$ cat config.mk
export PLATFORM = sky130hd
export DESIGN_NAME = qed_dup_replay_buffer
export DESIGN_NICKNAME = d
export VERILOG_FILES = /design/src/rtl/qed_pkg.sv /design/src/rtl/qed_ic_ram.sv /design/src/rtl/qed_dup_replay_buffer.sv
export SDC_FILE = /design/constraint.sdc
export NUM_CORES = 1
export LEC_CHECK = 0
export ABC_CLOCK_PERIOD_IN_PS = 10800
export BUFFER_PORTS_ARGS = -buffer_cell sky130_fd_sc_hd__clkbuf_2
export CAP_MARGIN = 5
export CELL_PAD_IN_SITES_DETAIL_PLACEMENT = 0
export CELL_PAD_IN_SITES_GLOBAL_PLACEMENT = 2
export CORE_ASPECT_RATIO = 0.8
export CORE_MARGIN = 10
export CORE_UTILIZATION = 40
export DETAILED_ROUTE_END_ITERATION = 10
export GPL_ROUTABILITY_DRIVEN = 0
export PLACE_DENSITY_LB_ADDON = 0.1
export SLEW_MARGIN = 20
export SYNTH_ARGS = -nofsm -noshare
export SYNTH_HDL_FRONTEND = slang
export SYNTH_HIERARCHICAL = 1
export SYNTH_SLANG_ARGS = --single-unit
$ cat constraint.sdc
create_clock -name clk -period 10.8 [get_ports clk]
set_input_delay 2.16 -clock clk [delete_from_list [all_inputs] [get_ports clk]]
set_output_delay 2.16 -clock clk [all_outputs]
set_load 0.005 [all_outputs]
$ cat src/rtl/qed_pkg.sv
// Shared definitions for the QED instruction cache / replay stage.
// Latency: n/a (types, constants and a width helper only).
// Backpressure: n/a.
package qed_pkg;

    // RISC-V canonical NOP (addi x0, x0, 0); also the idle value of the replay output.
    localparam logic [31:0] QED_NOP = 32'h0000_0013;

    typedef enum logic {
        QIC_ORIG = 1'b0,
        QIC_DUP  = 1'b1
    } qed_ic_mode_t;

    function automatic int qic_ptr_w(input int depth);
        return $clog2(depth);
    endfunction

endpackage

$ cat src/rtl/qed_ic_ram.sv
// DEPTH x WIDTH instruction store: one synchronous write port, one asynchronous read port.
// Latency: write visible on the read port after the write edge; read is combinational.
// Backpressure: none; the caller gates wr_en. Contents are not reset.
// Ports: clk, wr_en/wr_addr/wr_dat (write), rd_addr/rd_dat (read).
module qed_ic_ram #(
    parameter int DEPTH = 16,
    parameter int WIDTH = 32,
    parameter int PTR_W = 4
) (
    input  logic             clk,
    input  logic             wr_en,
    input  logic [PTR_W-1:0] wr_addr,
    input  logic [WIDTH-1:0] wr_dat,
    input  logic [PTR_W-1:0] rd_addr,
    output logic [WIDTH-1:0] rd_dat
);

    logic [WIDTH-1:0] mem [DEPTH];

    always_ff @(posedge clk) begin
        if (wr_en) begin
            mem[wr_addr] <= wr_dat;
        end
    end

    assign rd_dat = mem[rd_addr];

endmodule

$ cat src/rtl/qed_dup_replay_buffer.sv
// QED replay stage: passes and records fetched instructions (ORIG), then replays them in order (DUP).
// Latency: one cycle from ifu_instruction / buffer read to qic_qimux_instruction.
// Backpressure: qic_fetch_hold asks fetch to hold PC during DUP or when the buffer is full; stall freezes everything.
// Ports: clk, rst_n (sync, active-low), qed_ena, stall, ifu_instruction/ifu_vld, exec_dup_req in;
//        qic_qimux_instruction/qic_vld, qed_exec_dup, qic_fetch_hold, qic_count out.
// Option: define QED_IC_NOP_FILTER_EN to pass NOPs through without recording them.
module qed_dup_replay_buffer
    import qed_pkg::*;
#(
    parameter int DEPTH = 16,
    parameter int WIDTH = 32
) (
    input  logic                       clk,
    input  logic                       rst_n,
    input  logic                       qed_ena,
    input  logic                       stall,
    input  logic [WIDTH-1:0]           ifu_instruction,
    input  logic                       ifu_vld,
    input  logic                       exec_dup_req,
    output logic [WIDTH-1:0]           qic_qimux_instruction,
    output logic                       qic_vld,
    output logic                       qed_exec_dup,
    output logic                       qic_fetch_hold,
    output logic [$clog2(DEPTH):0]     qic_count
);

    localparam int PTR_W = qic_ptr_w(DEPTH);
    localparam int CNT_W = PTR_W + 1;
    localparam logic [CNT_W-1:0] DEPTH_C = CNT_W'(DEPTH);
    localparam logic [WIDTH-1:0] NOP_W   = WIDTH'(QED_NOP);

    qed_ic_mode_t     mode;
    logic [PTR_W-1:0] wr_ptr;
    logic [PTR_W-1:0] rd_ptr;
    logic [WIDTH-1:0] rd_dat;
    logic             keep;
    logic             rec_en;
    logic             go_dup;
    logic             last_rep;
    logic [CNT_W-1:0] count_nxt;

`ifdef QED_IC_NOP_FILTER_EN
    assign keep = (ifu_instruction != NOP_W);
`else
    assign keep = 1'b1;
`endif

    always_comb begin
        rec_en    = (mode == QIC_ORIG) && !stall && ifu_vld && qed_ena
                    && (qic_count < DEPTH_C) && keep;
        count_nxt = qic_count + CNT_W'(rec_en);
        // The entry decision sees the count including an instruction recorded on this same edge.
        go_dup    = (mode == QIC_ORIG) && !stall && qed_ena
                    && (exec_dup_req || (count_nxt == DEPTH_C)) && (count_nxt != '0);
        last_rep  = ({1'b0, rd_ptr} == (qic_count - 1'b1));
    end

    assign qic_fetch_hold = (mode == QIC_DUP) || (qic_count == DEPTH_C);

    qed_ic_ram #(
        .DEPTH (DEPTH),
        .WIDTH (WIDTH),
        .PTR_W (PTR_W)
    ) u_ram (
        .clk     (clk),
        .wr_en   (rec_en),
        .wr_addr (wr_ptr),
        .wr_dat  (ifu_instruction),
        .rd_addr (rd_ptr),
        .rd_dat  (rd_dat)
    );

    always_ff @(posedge clk) begin
        if (!rst_n) begin
            mode                  <= QIC_ORIG;
            wr_ptr                <= '0;
            rd_ptr                <= '0;
            qic_count             <= '0;
            qic_qimux_instruction <= NOP_W;
            qic_vld               <= 1'b0;
            qed_exec_dup          <= 1'b0;
        end else if (!stall) begin
            if (mode == QIC_ORIG) begin
                qed_exec_dup <= 1'b0;
                if (ifu_vld) begin
                    qic_qimux_instruction <= ifu_instruction;
                    qic_vld               <= 1'b1;
                end else begin
                    qic_qimux_instruction <= NOP_W;
                    qic_vld               <= 1'b0;
                end
                if (rec_en) begin
                    wr_ptr    <= wr_ptr + 1'b1;
                    qic_count <= count_nxt;
                end
                if (go_dup) begin
                    mode <= QIC_DUP;
                end
            end else begin
                // Replay runs to completion regardless of qed_ena; fetch input is ignored.
                qic_qimux_instruction <= rd_dat;
                qic_vld               <= 1'b1;
                qed_exec_dup          <= 1'b1;
                if (last_rep) begin
                    mode      <= QIC_ORIG;
                    wr_ptr    <= '0;
                    rd_ptr    <= '0;
                    qic_count <= '0;
                end else begin
                    rd_ptr <= rd_ptr + 1'b1;
                end
            end
        end
    end

endmodule
=== Word-level counts from Yosys, hierarchy flattened ===
Memory sizes are Yosys's and may differ from the RTL's. A register that Yosys moved wholly into a read port is not among the register bits.
Index checks and enable logic that the tools add are counted.

* Bits in registers: 48
* Memory bits (writable): 512
* Bits of input ports: 38
* Output and inout port bits: 40
* Logic and storage cells: 52
* Memories kept: 1

{| class="wikitable"
|+ Memories
! memory !! depth !! bits a word !! read ports !! clocked after Yosys merged registers in !! wr ports !! RTL line !! source
|-
| u_ram.mem || 16 || 32 || 1 || 1 || 1 || qed_ic_ram.sv:18 || <nowiki>logic [WIDTH-1:0] mem [DEPTH];</nowiki>
|}

* Add/subtract/negate cells: 4
* Order comparisons: 1
* Equality and inequality tests: 4
* Muxes and demuxes: 19
* Bitwise gates (word level): 2
* Reduce and logical (&&, ||, !) cells: 14

{| class="wikitable"
|+ Operators by type and width
! cell !! count
|-
| $mux 32 || 2
|-
| $mux 4 || 6
|-
| $mux 5 || 3
|-
| $eq 5x5->1 const B || 2
|-
| $add 4x1->4 const B || 2
|-
| $mux 1 || 8
|-
| $logic_and 1x1->1 || 7
|-
| $add 5x1->5 || 1
|-
| $eq 4x5->1 || 1
|-
| $lt 5x5->1 const B || 1
|-
| $reduce_bool 5->1 || 1
|-
| $sub 5x1->5 const B || 1
|-
| $reduce_and 3->1 || 1
|-
| $logic_or 1x1->1 || 2
|-
| $ne 2x1->1 const B || 1
|-
| $not 1->1 || 2
|-
| $reduce_and 2->1 || 1
|-
| $reduce_bool 2->1 || 1
|-
| $logic_not 1->1 || 1
|}

=== Depth between registers and ports, before layout ===
* Depth in word-level cells: 12
* Mapped depth: 9
* Mapped depth without buffers: 9

=== Hierarchy ===
Netlist, hierarchy kept.

{| class="wikitable"
|+ By module, submodules not included
! module !! times used !! cells each !! area an instance (µm²) !! sequential area each (µm²)
|-
| qed_ic_ram || 1 || 806 || 19194.7 || 15374.7
|-
| qed_dup_replay_buffer || 1 || 255 || 2329.7 || 960.9
|}

=== Least setup slack after synthesis ===
OpenSTA, ideal clock, no wires.

* Path type: input-to-reg
* Start point: input port stall
* End point: memory u_ram.mem[0][0], enable pin
* Library setup time: 0.461 ns
* Arrival time: 5.634 ns
* Required time: 10.339 ns
* Setup slack: 4.705 ns
* Cell stages on the path: 5
* Path buffers: 0
* Cells stage by stage: nand4bb_1 > or2_2 > inv_1 > or3b_2 > nor3_1

* Cells in the longest elaborated chain, start to end: 7

{| class="wikitable"
|+ RTL lines
! element !! RTL line !! source
|-
| start, declared || qed_dup_replay_buffer.sv:16 || <nowiki>input logic stall,</nowiki>
|-
| $logic_not 1->1 || n/a ||
|-
| $logic_and 1x1->1 (3 in a row) || qed_dup_replay_buffer.sv:49 || <nowiki>rec_en = (mode == QIC_ORIG) && !stall && ifu_vld && qed_ena</nowiki>
|-
| $logic_and 1x1->1 || qed_dup_replay_buffer.sv:50 || <nowiki>&& (qic_count < DEPTH_C) && keep;</nowiki>
|-
| named net rec_en || qed_dup_replay_buffer.sv:37 || <nowiki>logic rec_en;</nowiki>
|-
| $mux 1 || qed_ic_ram.sv:21 || <nowiki>if (wr_en) begin</nowiki>
|-
| $mux 1 (implied by the code) || qed_ic_ram.sv:22 || <nowiki>mem[wr_addr] <= wr_dat;</nowiki>
|-
| end, declared || qed_ic_ram.sv:18 ||
|}

The timed path passes the listed nets, and every way through them passes these cells.

=== Worst setup path in the final report ===
* Start point: input port stall
* End point: memory u_ram.mem[2][12], enable pin

Same word-level chain as after synthesis.

==> key figures <==
Run status
  • Outcome: complete, no violations

Synth
  • Mapped Area: 21500 sq um
  • Syn Area/Cell: 20.3 sq um
  • Syn Nets: about 1.1k
  • Post-synth ARST share: 0
  • EDFF count, synth: 512
  • Dominant synthesized flop cell: edfxtp_1
  • Synth warn: 6
  • Synth Instances: 1061
  • Netlist cell types: 44
  • Post-synthesis register bit count: 560
  • Post-synthesis sequential area ratio: 0.759

STA
  • Final Hold Vio Count: 0
  • RSZ-0062 raised after global routing: false
  • Worst Slack Setup Final: about 5900 ps
  • Slew HR: 0.260
  • Max Slew Vio Count: 0
  • Layout Skew: 18.6 ps
  • Hold_ws: 466 ps
  • Tcrit/Tclk final: 0.452
  • Max frequency: around 210 MHz
  • Finish-stage setup viols: 0
  • Least-Margin Pin Slew: 1110 ps
  • TNS Setup: 0 ps
  • Tmin final: approximately 5000 ps

Clock network
  • # H-tree levels: 2
  • Clock-pin slew on the worst setup and hold paths: 60 ps
  • Post-cts resize count: 0
  • CTS tree: done
  • Hold-fix buffers at CTS: 0
  • Num CTS Buffers: 56
  • Worst skew pair latency: a little over 600 ps
  • Clk Tree Root Cell: clkbuf_16
  • Clk sinks: 560
  • Setup Fix Bufs, Post-CTS: 0
  • Clock Path Buffers: 3

Routing
  • Vias per inst: 5.65
  • DRC: 0
  • Met2 routed WL: 21.5 mm
  • DR top layer: met4
  • Routed wire length per instance: between 20 and 30 microns
  • First drt pass iteration count: 5
  • Final antenna-violating net count: 0
  • WL met3: 3.56 mm
  • DRT met1 WL: 27.5 mm
  • Detailed Route Iter0 Violations: 978
  • Overall via count from detail_route: 10.7k
  • Drt total wl: approximately 53 mm

Placement
  • Setup WS pre-CTS: 5290 ps
  • PortBufs: between 70 and 80
  • Detail Placement HPWL: 32.9 mm

Global route
  • Initial antenna violation count: 1
  • Largest net degree at the start of global routing: 69
  • GRT Util Overall: 0.169
  • GRT overflow: 0
  • First-pass GRT wire length: 77.4 mm
  • Number of global-route vias before repair: 10.5k

Floorplanning
  • Die Ht: 227 microns
  • CORE AREA: 52800 sq um
  • Die X: 279 microns
  • Rows: 75
  • Starting density of the core: 0.407
  • Full die area: 63500 sq um
  • Boundary Pins: between 70 and 80

Setup path
  • Worst R2R Start: rd_ptr[1]
  • Critical path class: in2reg
  • Reg2reg end: qic_qimux_instruction[12]
  • CP peak stage delay: approximately 870 ps
  • CP max stage cell: nor2_4
  • Crit path cell chain: buf_4 -> nand4bb_1 -> or2_2 -> inv_1 -> or3b_2 -> nor2_4
  • Critical path peak fanout: between 60 and 70
  • Startpoint types: input port
  • CP Capture Type: register
  • WP data required: 11020 ps
  • Worst R2R Setup Slack: 6920 ps
  • Worst EP arrival: 5090 ps
  • FF-to-FF path depth: 7
  • Crit path from: stall

Final layout
  • Fin util: 0.468
  • Most frequent cells in the layout: edfxtp_1 (512), mux4_2 (128), clkbuf_2 (76), a22oi_1 (64), clkbuf_16 (57)
  • Nets@finish: approximately 1.2k
  • Area grow syn2layout: 14.9%
  • Commonest non-fill, non-tap cell in the layout: edfxtp_1
  • Layout cells sized above 1: 0.288

Min path
  • Hold endpoint: qic_vld
  • Hold_sp: qic_vld
  • Hold crit path type: reg2reg
  • Worst hold stages: 2

Power
  • Pleak: 7.70 nW
  • Final total power: roughly 0.0045 W
  • Maximum VDD drop: 127 uV
  • Power Dens Cells: 184 nW/um^2

Flow run
  • Max_cap viols: 0
==> how the worst max path moves through the flow <==
stage	depth (start not counted)	to	slack, ps
after floorplan	5	u_ram/mem[0][0]	4710
after global placement	6	u_ram/mem[1][16]	5320
after detailed placement	6	u_ram/mem[1][13]	5290
after CTS	6	u_ram/mem[1][28]	5950
after global routing	6	u_ram/mem[2][12]	5780
final	6	u_ram/mem[2][12]	5920
==> synth_stat cells, types with 3 or more instances <==
library cell / count / area, sq um
buf_2: 8 / 40.0
nand3_1: 8 / 40.0
edfxtp_1: 512 / 15400
ha_1: 6 / 75.1
a21oi_1: 4 / 20.0
xnor2_1: 5 / 43.8
mux2i_1: 4 / 40.0
nor2_1: 21 / 78.8
nor3_1: 43 / 215
xor2_1: 10 / 87.6
nand2_1: 42 / 158
clkbuf_1: 34 / 128
a221oi_1: 28 / 245
buf_4: 10 / 75.1
or3_1: 3 / 18.8
inv_1: 5 / 18.8
dfxtp_1: 48 / 961
nand3b_1: 3 / 22.5
buf_1: 13 / 48.8
a22oi_1: 64 / 480
mux4_2: 128 / 2880
nor2b_1: 32 / 200
mux2_2: 3 / 33.8
==> power by group <==
part	internal [W]	switching [W]	leakage, nW
Combinational	0.0000544	0.000100	1.79
Sequential	0.00238	0.0000159	5.00
Clock	0.00116	0.000826	0.915
Total	0.00360	0.000943	7.70
==> metal layers <==
| metal | up-vias | global-route usage |
|---|---|---|
| met5 | - | 0 |
| met4 | 0 | 0.0380 |
| met3 | 51 | 0.0341 |
| met2 | 308 | 0.217 |
| met1 | 5729 | 0.281 |
| li1 | 4598 | - |
==> sequential cells by signal, indices dropped and copies added (netlist names) <==
name                   cells
u_ram/mem                512
qic_count                  5
qed_exec_dup               1
qic_qimux_instruction     32
rd_ptr                     4
mode                       1
qic_vld                    1
wr_ptr                     4
==> stage by stage <==
| step | std cells | cell area, sq um |
|---|---|---|
| global route | 1887 | 24700 |
| floorplan | 1061 | 21500 |
| CTS | 1881 | 24600 |
| detailed placement | 1777 | 22700 |
| global placement | 1777 | 22700 |
| finish | 1890 | 24700 |
==> final cells by class <==
cell class	count	area (sq um)
antenna	3	7.51
tap	693	867
multi-input combinational	428	4990
timing repair buffer	96	621
clock inverter	37	400
inverter	6	22.5
fill	4477	28100
clock buffer	67	1470
sequential	560	16300
==> worst max-delay path: cells and delay by family <==
| family | cells | cell delay [ps] |
|---|---|---|
| simple gates | 4 | 2300 |
| buf+inv | 2 | 610 |
==> kinds of logic after synthesis <==
kind of cell,after synthesis,synth area share
AO/OA/AOI/OAI,109,0.0406
XOR/XNOR,15,0.00610
adder cells (fa/ha/maj),6,0.00349
buffers and inverters,73,0.0156
flip-flops,560,0.759
multiplexers,135,0.137
AND/OR/NAND/NOR,163,0.0378
Power figures use the tool's default switching activity.
